===== config.mk =====
export PLATFORM = sky130hd
export DESIGN_NAME = fe_trigger_tagger
export DESIGN_NICKNAME = d
export VERILOG_FILES = /design/src/rtl/fe_trigger_tagger.sv
export SDC_FILE = /design/constraint.sdc
export NUM_CORES = 1
export LEC_CHECK = 0
export ABC_AREA = 1
export BUFFER_PORTS_ARGS = -buffer_cell sky130_fd_sc_hd__buf_2
export CAP_MARGIN = 5
export CORE_ASPECT_RATIO = 1.25
export CORE_MARGIN = 5
export CORE_UTILIZATION = 55
export CTS_CLUSTER_DIAMETER = 100
export CTS_CLUSTER_SIZE = 28
export DETAILED_ROUTE_END_ITERATION = 12
export GPL_TIMING_DRIVEN = 0
export PLACE_DENSITY = 0.85
export SLEW_MARGIN = 20
export SYNTH_ARGS = -nofsm -noshare
export SYNTH_HDL_FRONTEND = slang
export SYNTH_SLANG_ARGS = --single-unit

===== constraint.sdc =====
create_clock -name BUS_CLK -period 3.3 [get_ports BUS_CLK]
set_input_delay 0.66 -clock BUS_CLK [delete_from_list [all_inputs] [get_ports BUS_CLK]]
set_output_delay 0.66 -clock BUS_CLK [all_outputs]
set_load 0.05 [all_outputs]

===== src/rtl/fe_trigger_tagger.sv =====
// fe_trigger_tagger: inserts one header word per trigger edge into the
// FE-RX data stream ahead of any further data, buffered in a small
// first-word-fall-through FIFO.
module fe_trigger_tagger #(
  parameter int         DEPTH     = 8,
  parameter logic [3:0] HEADER_ID = 4'b1000
) (
  input  logic        BUS_CLK,
  input  logic        BUS_RST_N,
  input  logic        ENABLE,
  input  logic        TRIG,
  input  logic        CNT_RESET,
  input  logic        IN_EMPTY,
  input  logic [31:0] IN_DATA,
  output logic        IN_READ,
  input  logic        OUT_READ,
  output logic        OUT_EMPTY,
  output logic [31:0] OUT_DATA,
  output logic [23:0] TRIG_CNT,
  output logic        TRIG_DROP
);

  localparam int AW = $clog2(DEPTH);
  localparam int CW = AW + 1;

  logic          trig_q;
  logic          pend_q, pend_d;
  logic [31:0]   hdr_q, hdr_d;
  logic [23:0]   cnt_q, cnt_d;
  logic          drop_q, drop_d;
  logic [AW-1:0] wr_ptr_q, rd_ptr_q;
  logic [CW-1:0] count_q;
  logic [31:0]   mem [DEPTH];

  logic          has_space;
  logic          trig_edge;
  logic          wr_en;
  logic          wr_hdr;
  logic [31:0]   wr_data;
  logic          pop;
  logic [23:0]   cnt_inc;

  // Space is judged on the registered count, before any same-cycle pop.
  assign has_space = (count_q < CW'(DEPTH));
  assign trig_edge = TRIG & ~trig_q & ENABLE & ~CNT_RESET;
  assign cnt_inc   = cnt_q + 24'd1;

  // A pending header always wins the single write slot over upstream data.
  assign wr_hdr  = has_space & pend_q;
  assign IN_READ = BUS_RST_N & ~pend_q & ~IN_EMPTY & has_space;
  assign wr_en   = wr_hdr | IN_READ;
  assign wr_data = pend_q ? hdr_q : IN_DATA;
  assign pop     = OUT_READ & (count_q != '0);

  assign OUT_EMPTY = (count_q == '0);
  assign OUT_DATA  = OUT_EMPTY ? 32'd0 : mem[rd_ptr_q];
  assign TRIG_CNT  = cnt_q;
  assign TRIG_DROP = drop_q;

  // Trigger counter, pending header and drop flag next-state.
  always_comb begin
    pend_d = pend_q;
    hdr_d  = hdr_q;
    cnt_d  = cnt_q;
    drop_d = drop_q;
    if (CNT_RESET) begin
      pend_d = 1'b0;
      cnt_d  = '0;
      drop_d = 1'b0;
    end else if (trig_edge) begin
      cnt_d = cnt_inc;
      // The slot frees this cycle if the old header is being written.
      if (!pend_q || wr_hdr) begin
        pend_d = 1'b1;
        hdr_d  = {HEADER_ID, 4'h0, cnt_inc};
      end else begin
        drop_d = 1'b1;
      end
    end else if (wr_hdr) begin
      pend_d = 1'b0;
    end
  end

  // Control and pointer state, cleared asynchronously.
  always_ff @(posedge BUS_CLK or negedge BUS_RST_N) begin
    if (!BUS_RST_N) begin
      trig_q   <= 1'b0;
      pend_q   <= 1'b0;
      hdr_q    <= '0;
      cnt_q    <= '0;
      drop_q   <= 1'b0;
      wr_ptr_q <= '0;
      rd_ptr_q <= '0;
      count_q  <= '0;
    end else begin
      trig_q <= TRIG;
      pend_q <= pend_d;
      hdr_q  <= hdr_d;
      cnt_q  <= cnt_d;
      drop_q <= drop_d;
      if (wr_en) wr_ptr_q <= wr_ptr_q + 1'b1;
      if (pop)   rd_ptr_q <= rd_ptr_q + 1'b1;
      case ({wr_en, pop})
        2'b10:   count_q <= count_q + 1'b1;
        2'b01:   count_q <= count_q - 1'b1;
        default: count_q <= count_q;
      endcase
    end
  end

  // Buffer storage; contents need no reset since the count gates visibility.
  always_ff @(posedge BUS_CLK) begin
    if (wr_en) mem[wr_ptr_q] <= wr_data;
  end

endmodule


==> metrics.csv <==
stage,metric,value,unit
floorplanning,die footprint,28200,sq um
synth,ranking of synthesized cells by area,"edfxtp_1 56%, dfrtp_1 11%, nor2_1 7.0%",
pwr,"Power, Total",12.7,mW
sta,worst hold margin,0.0283,ns
clocking,hold-fix buffers at CTS,0,
clocking,clk root buf,clkbuf_16,
sta,Slew Limit Fails,0,
synth,syn avg cell area,10.9,sq um
clocking,Worst-path clk slew,0.10,ns
final_layout,"commonest non-fill, non-tap cell in the layout",edfxtp_1,
critical_path,Critical Path RT,2.64,ns
synth,Post-Syn Area,13700,sq um
final_layout,layout cells sized above 1,15.6,%
critical_path,CP Capture Type,output port,
place,Port Buffers,97,
sta,setup ws final,0.0660,ns
routing,detailed-route vias per instance,5.79,
critical_path,Worst EP arrival,2.57,ns
sta,fmax,309,MHz
clocking,number of buffers created by CTS,15,
sta,setup_tns,0,ns
clocking,worst skew pair latency,0.49,ns
clocking,Clock Sinks,318,
sta,crit share post-route,98.0,%
final_layout,post-route cell area,15400,sq um
routing,vias post-DR,9933,
status,status,"complete, no violations",
floorplanning,Initial Util,55.8,%
floorplanning,DIE WIDTH,151,um
critical_path,Setup CP Type,reg2out,
clocking,H-tree Lvls,1,
routing,Antenna Nets Post-Route,0,
synth,Ys Warns,0,
critical_path,type of origin of the critical path,register,
final_layout,area grow syn2layout,11.9,%
floorplanning,die height,187,um
sta,Finish-stage setup viols,0,
pwr,peak supply drop,0.524,mV
synth,Synth Instances,1256,
place,detailed placer's ending HPWL,23.5,mm
floorplanning,row count,64,
final_layout,most frequent cells in the layout,"256 x edfxtp_1, 252 x nor2_1, 219 x nand2_1, 137 x o21ai_0, 110 x buf_2",
sta,final hold violation count,0,
global_route,initial antenna violation count,0,
sta,RSZ-0062 raised after global routing,false,
synth,Post-synth EDFFs,256,
final_layout,Final Core Density,62.5,%
routing,DRT Pass-1 Iters,8,
global_route,total congestion overflow,0,
routing,DR iter-0 viols,926,
sta,Slew headroom,25.0,%
sta,Slew @ Worst Pin,1.11,ns
final_layout,antenna cell count,0,
critical_path,Worst Path Max Fanout,19,
clocking,clock buffer depth,3,
synth,Synth top area share,56.0,%
place,Post-Place Cell Area,14900,sq um
hold_path,Worst Hold Class,in2async,
synth,Synth area leader,edfxtp_1,
routing,DRC Markers,0,
synth,post-synthesis sequential area ratio,67.3,%
synth,Main synth FF type,edfxtp_1,
floorplanning,IO Count,98,
pwr,leakage,6.00,nW
global_route,Tot GR Track Use,24.2,%
sta,Period minus WS final,3.23,ns
synth,Synth Register Bits,318,
place,post-place setup slack,0.217,ns
synth,asr flop ratio synth,19.5,%
clocking,CTS tree,done,
final_layout,Final nets,1423,
place,placed cells,1692,
final_layout,Fill cells,1877,
synth,"Distinct cells, synth",36,
final_layout,post-route non-filler standard cell count,1716,
routing,wire per inst,20.2,um
place,GPL Wtd Cong,0.920,
sta,Clock Skews,0.0215,ns
floorplanning,core footprint,24600,sq um
global_route,first-pass GRT wire length,53.1,mm
synth,syn_nets,1301,
flow_run,Max-Cap Viols,0,
routing,WL final,34.7,mm
pwr,PD cells,828,nW/um^2
global_route,pin count of the biggest net entering global routing,49,
global_route,vias in the first global route,9959,
## cell type report
type                    instances  area [sq um]  area share, %
inverters                      62           235           1.53
plain buffers                  63           372           2.42
well taps                     330           413           2.69
multi-input cells             812          3940           25.6
repair buffers                106           738           4.81
clock inverters                 1          20.0          0.130
flip-flops and latches        318          9240           60.1
clock buffers                  24           409           2.66
## worst paths after layout
kind / startpoint / to / slack (ns) / cells past startpoint
max: rd_ptr_q[0] / OUT_DATA[14] / 0.07 / 9
min reg2reg: hdr_q[31] / hdr_q[31] / 0.48 / 2
min: BUS_RST_N / TRIG_CNT[9] / 0.03 / 1
min in group BUS_CLK: TRIG / trig_q / 0.30 / 1
max in group asynchronous: BUS_RST_N / hdr_q[3] / 2.76 / 2
max reg2reg: pend_q / mem[0][18] / 0.86 / 8
## worst max-delay path: stages, from the launching register on
cell	delay [ns]
dfrtp_1	0.45
inv_2	0.09
buf_6	0.20
buf_4	0.25
buf_6	0.18
nor2_1	0.06
o211ai_1	0.23
nand2_1	0.15
nor2_2	0.20
clkbuf_4	0.26
## power by group
part | leakage, nW | total (mW) | internal, mW | switching, mW
clock | 0.205 | 2.07 | 0.882 | 1.19
combinational | 2.65 | 5.84 | 1.46 | 4.37
sequential | 3.15 | 4.81 | 4.68 | 0.130
total | 6.00 | 12.7 | 7.03 | 5.69
## synth_stat cells, types with 2 or more instances
| cell | n |
|---|---|
| inv_1 | 56 |
| o21ai_0 | 137 |
| nor2_2 | 13 |
| o21ai_1 | 32 |
| nor2_1 | 257 |
| o22ai_2 | 3 |
| o21bai_2 | 2 |
| buf_6 | 8 |
| nor2_8 | 2 |
| buf_4 | 13 |
| nand2_4 | 3 |
| nor2_4 | 3 |
| edfxtp_1 | 256 |
| xnor2_1 | 2 |
| o211ai_1 | 34 |
| dfrtp_1 | 62 |
| nand4_1 | 4 |
| nand2_1 | 219 |
| nand3_4 | 2 |
| nand3_1 | 35 |
| nand2_2 | 4 |
| nand3_2 | 4 |
| ha_1 | 6 |
| inv_2 | 4 |
| xor2_1 | 8 |
| buf_2 | 15 |
| o22ai_1 | 34 |
| clkbuf_1 | 27 |
| o21ai_2 | 4 |
## kinds of logic (layout without fill, tap and decap cells)
family,count (synthesis),count (layout),synth area share [%]
adders and majority gates,6,6,0.547
xor gates and xnor gates,11,11,0.757
buffers and inverters,126,256,4.39
AOI/OAI and AO/OA,247,247,10.3
and+or+nand+nor,548,548,16.7
DFF,318,318,67.3
## routing by layer
metal	global-route usage, %	part of all wire (%)
met4	7.43	3.1
met1	30.7	36
met3	3.08	8.8
met5	0	0
met2	43.0	52
## sequential cells by signal, indices dropped and copies added, names as in the netlist
register and cells:
pend_q 1, wr_ptr_q 3, rd_ptr_q 3, mem 256
count_q 4, TRIG_DROP 1, trig_q 1, hdr_q 25
TRIG_CNT 24
## what timing repair did
item,4_1_cts,5_1_grt
setup buffers,0,0
endpoints found under the setup margin,3,9
gates resized for setup,2,10
No activity file was read; power rests on OpenSTA's default activity.
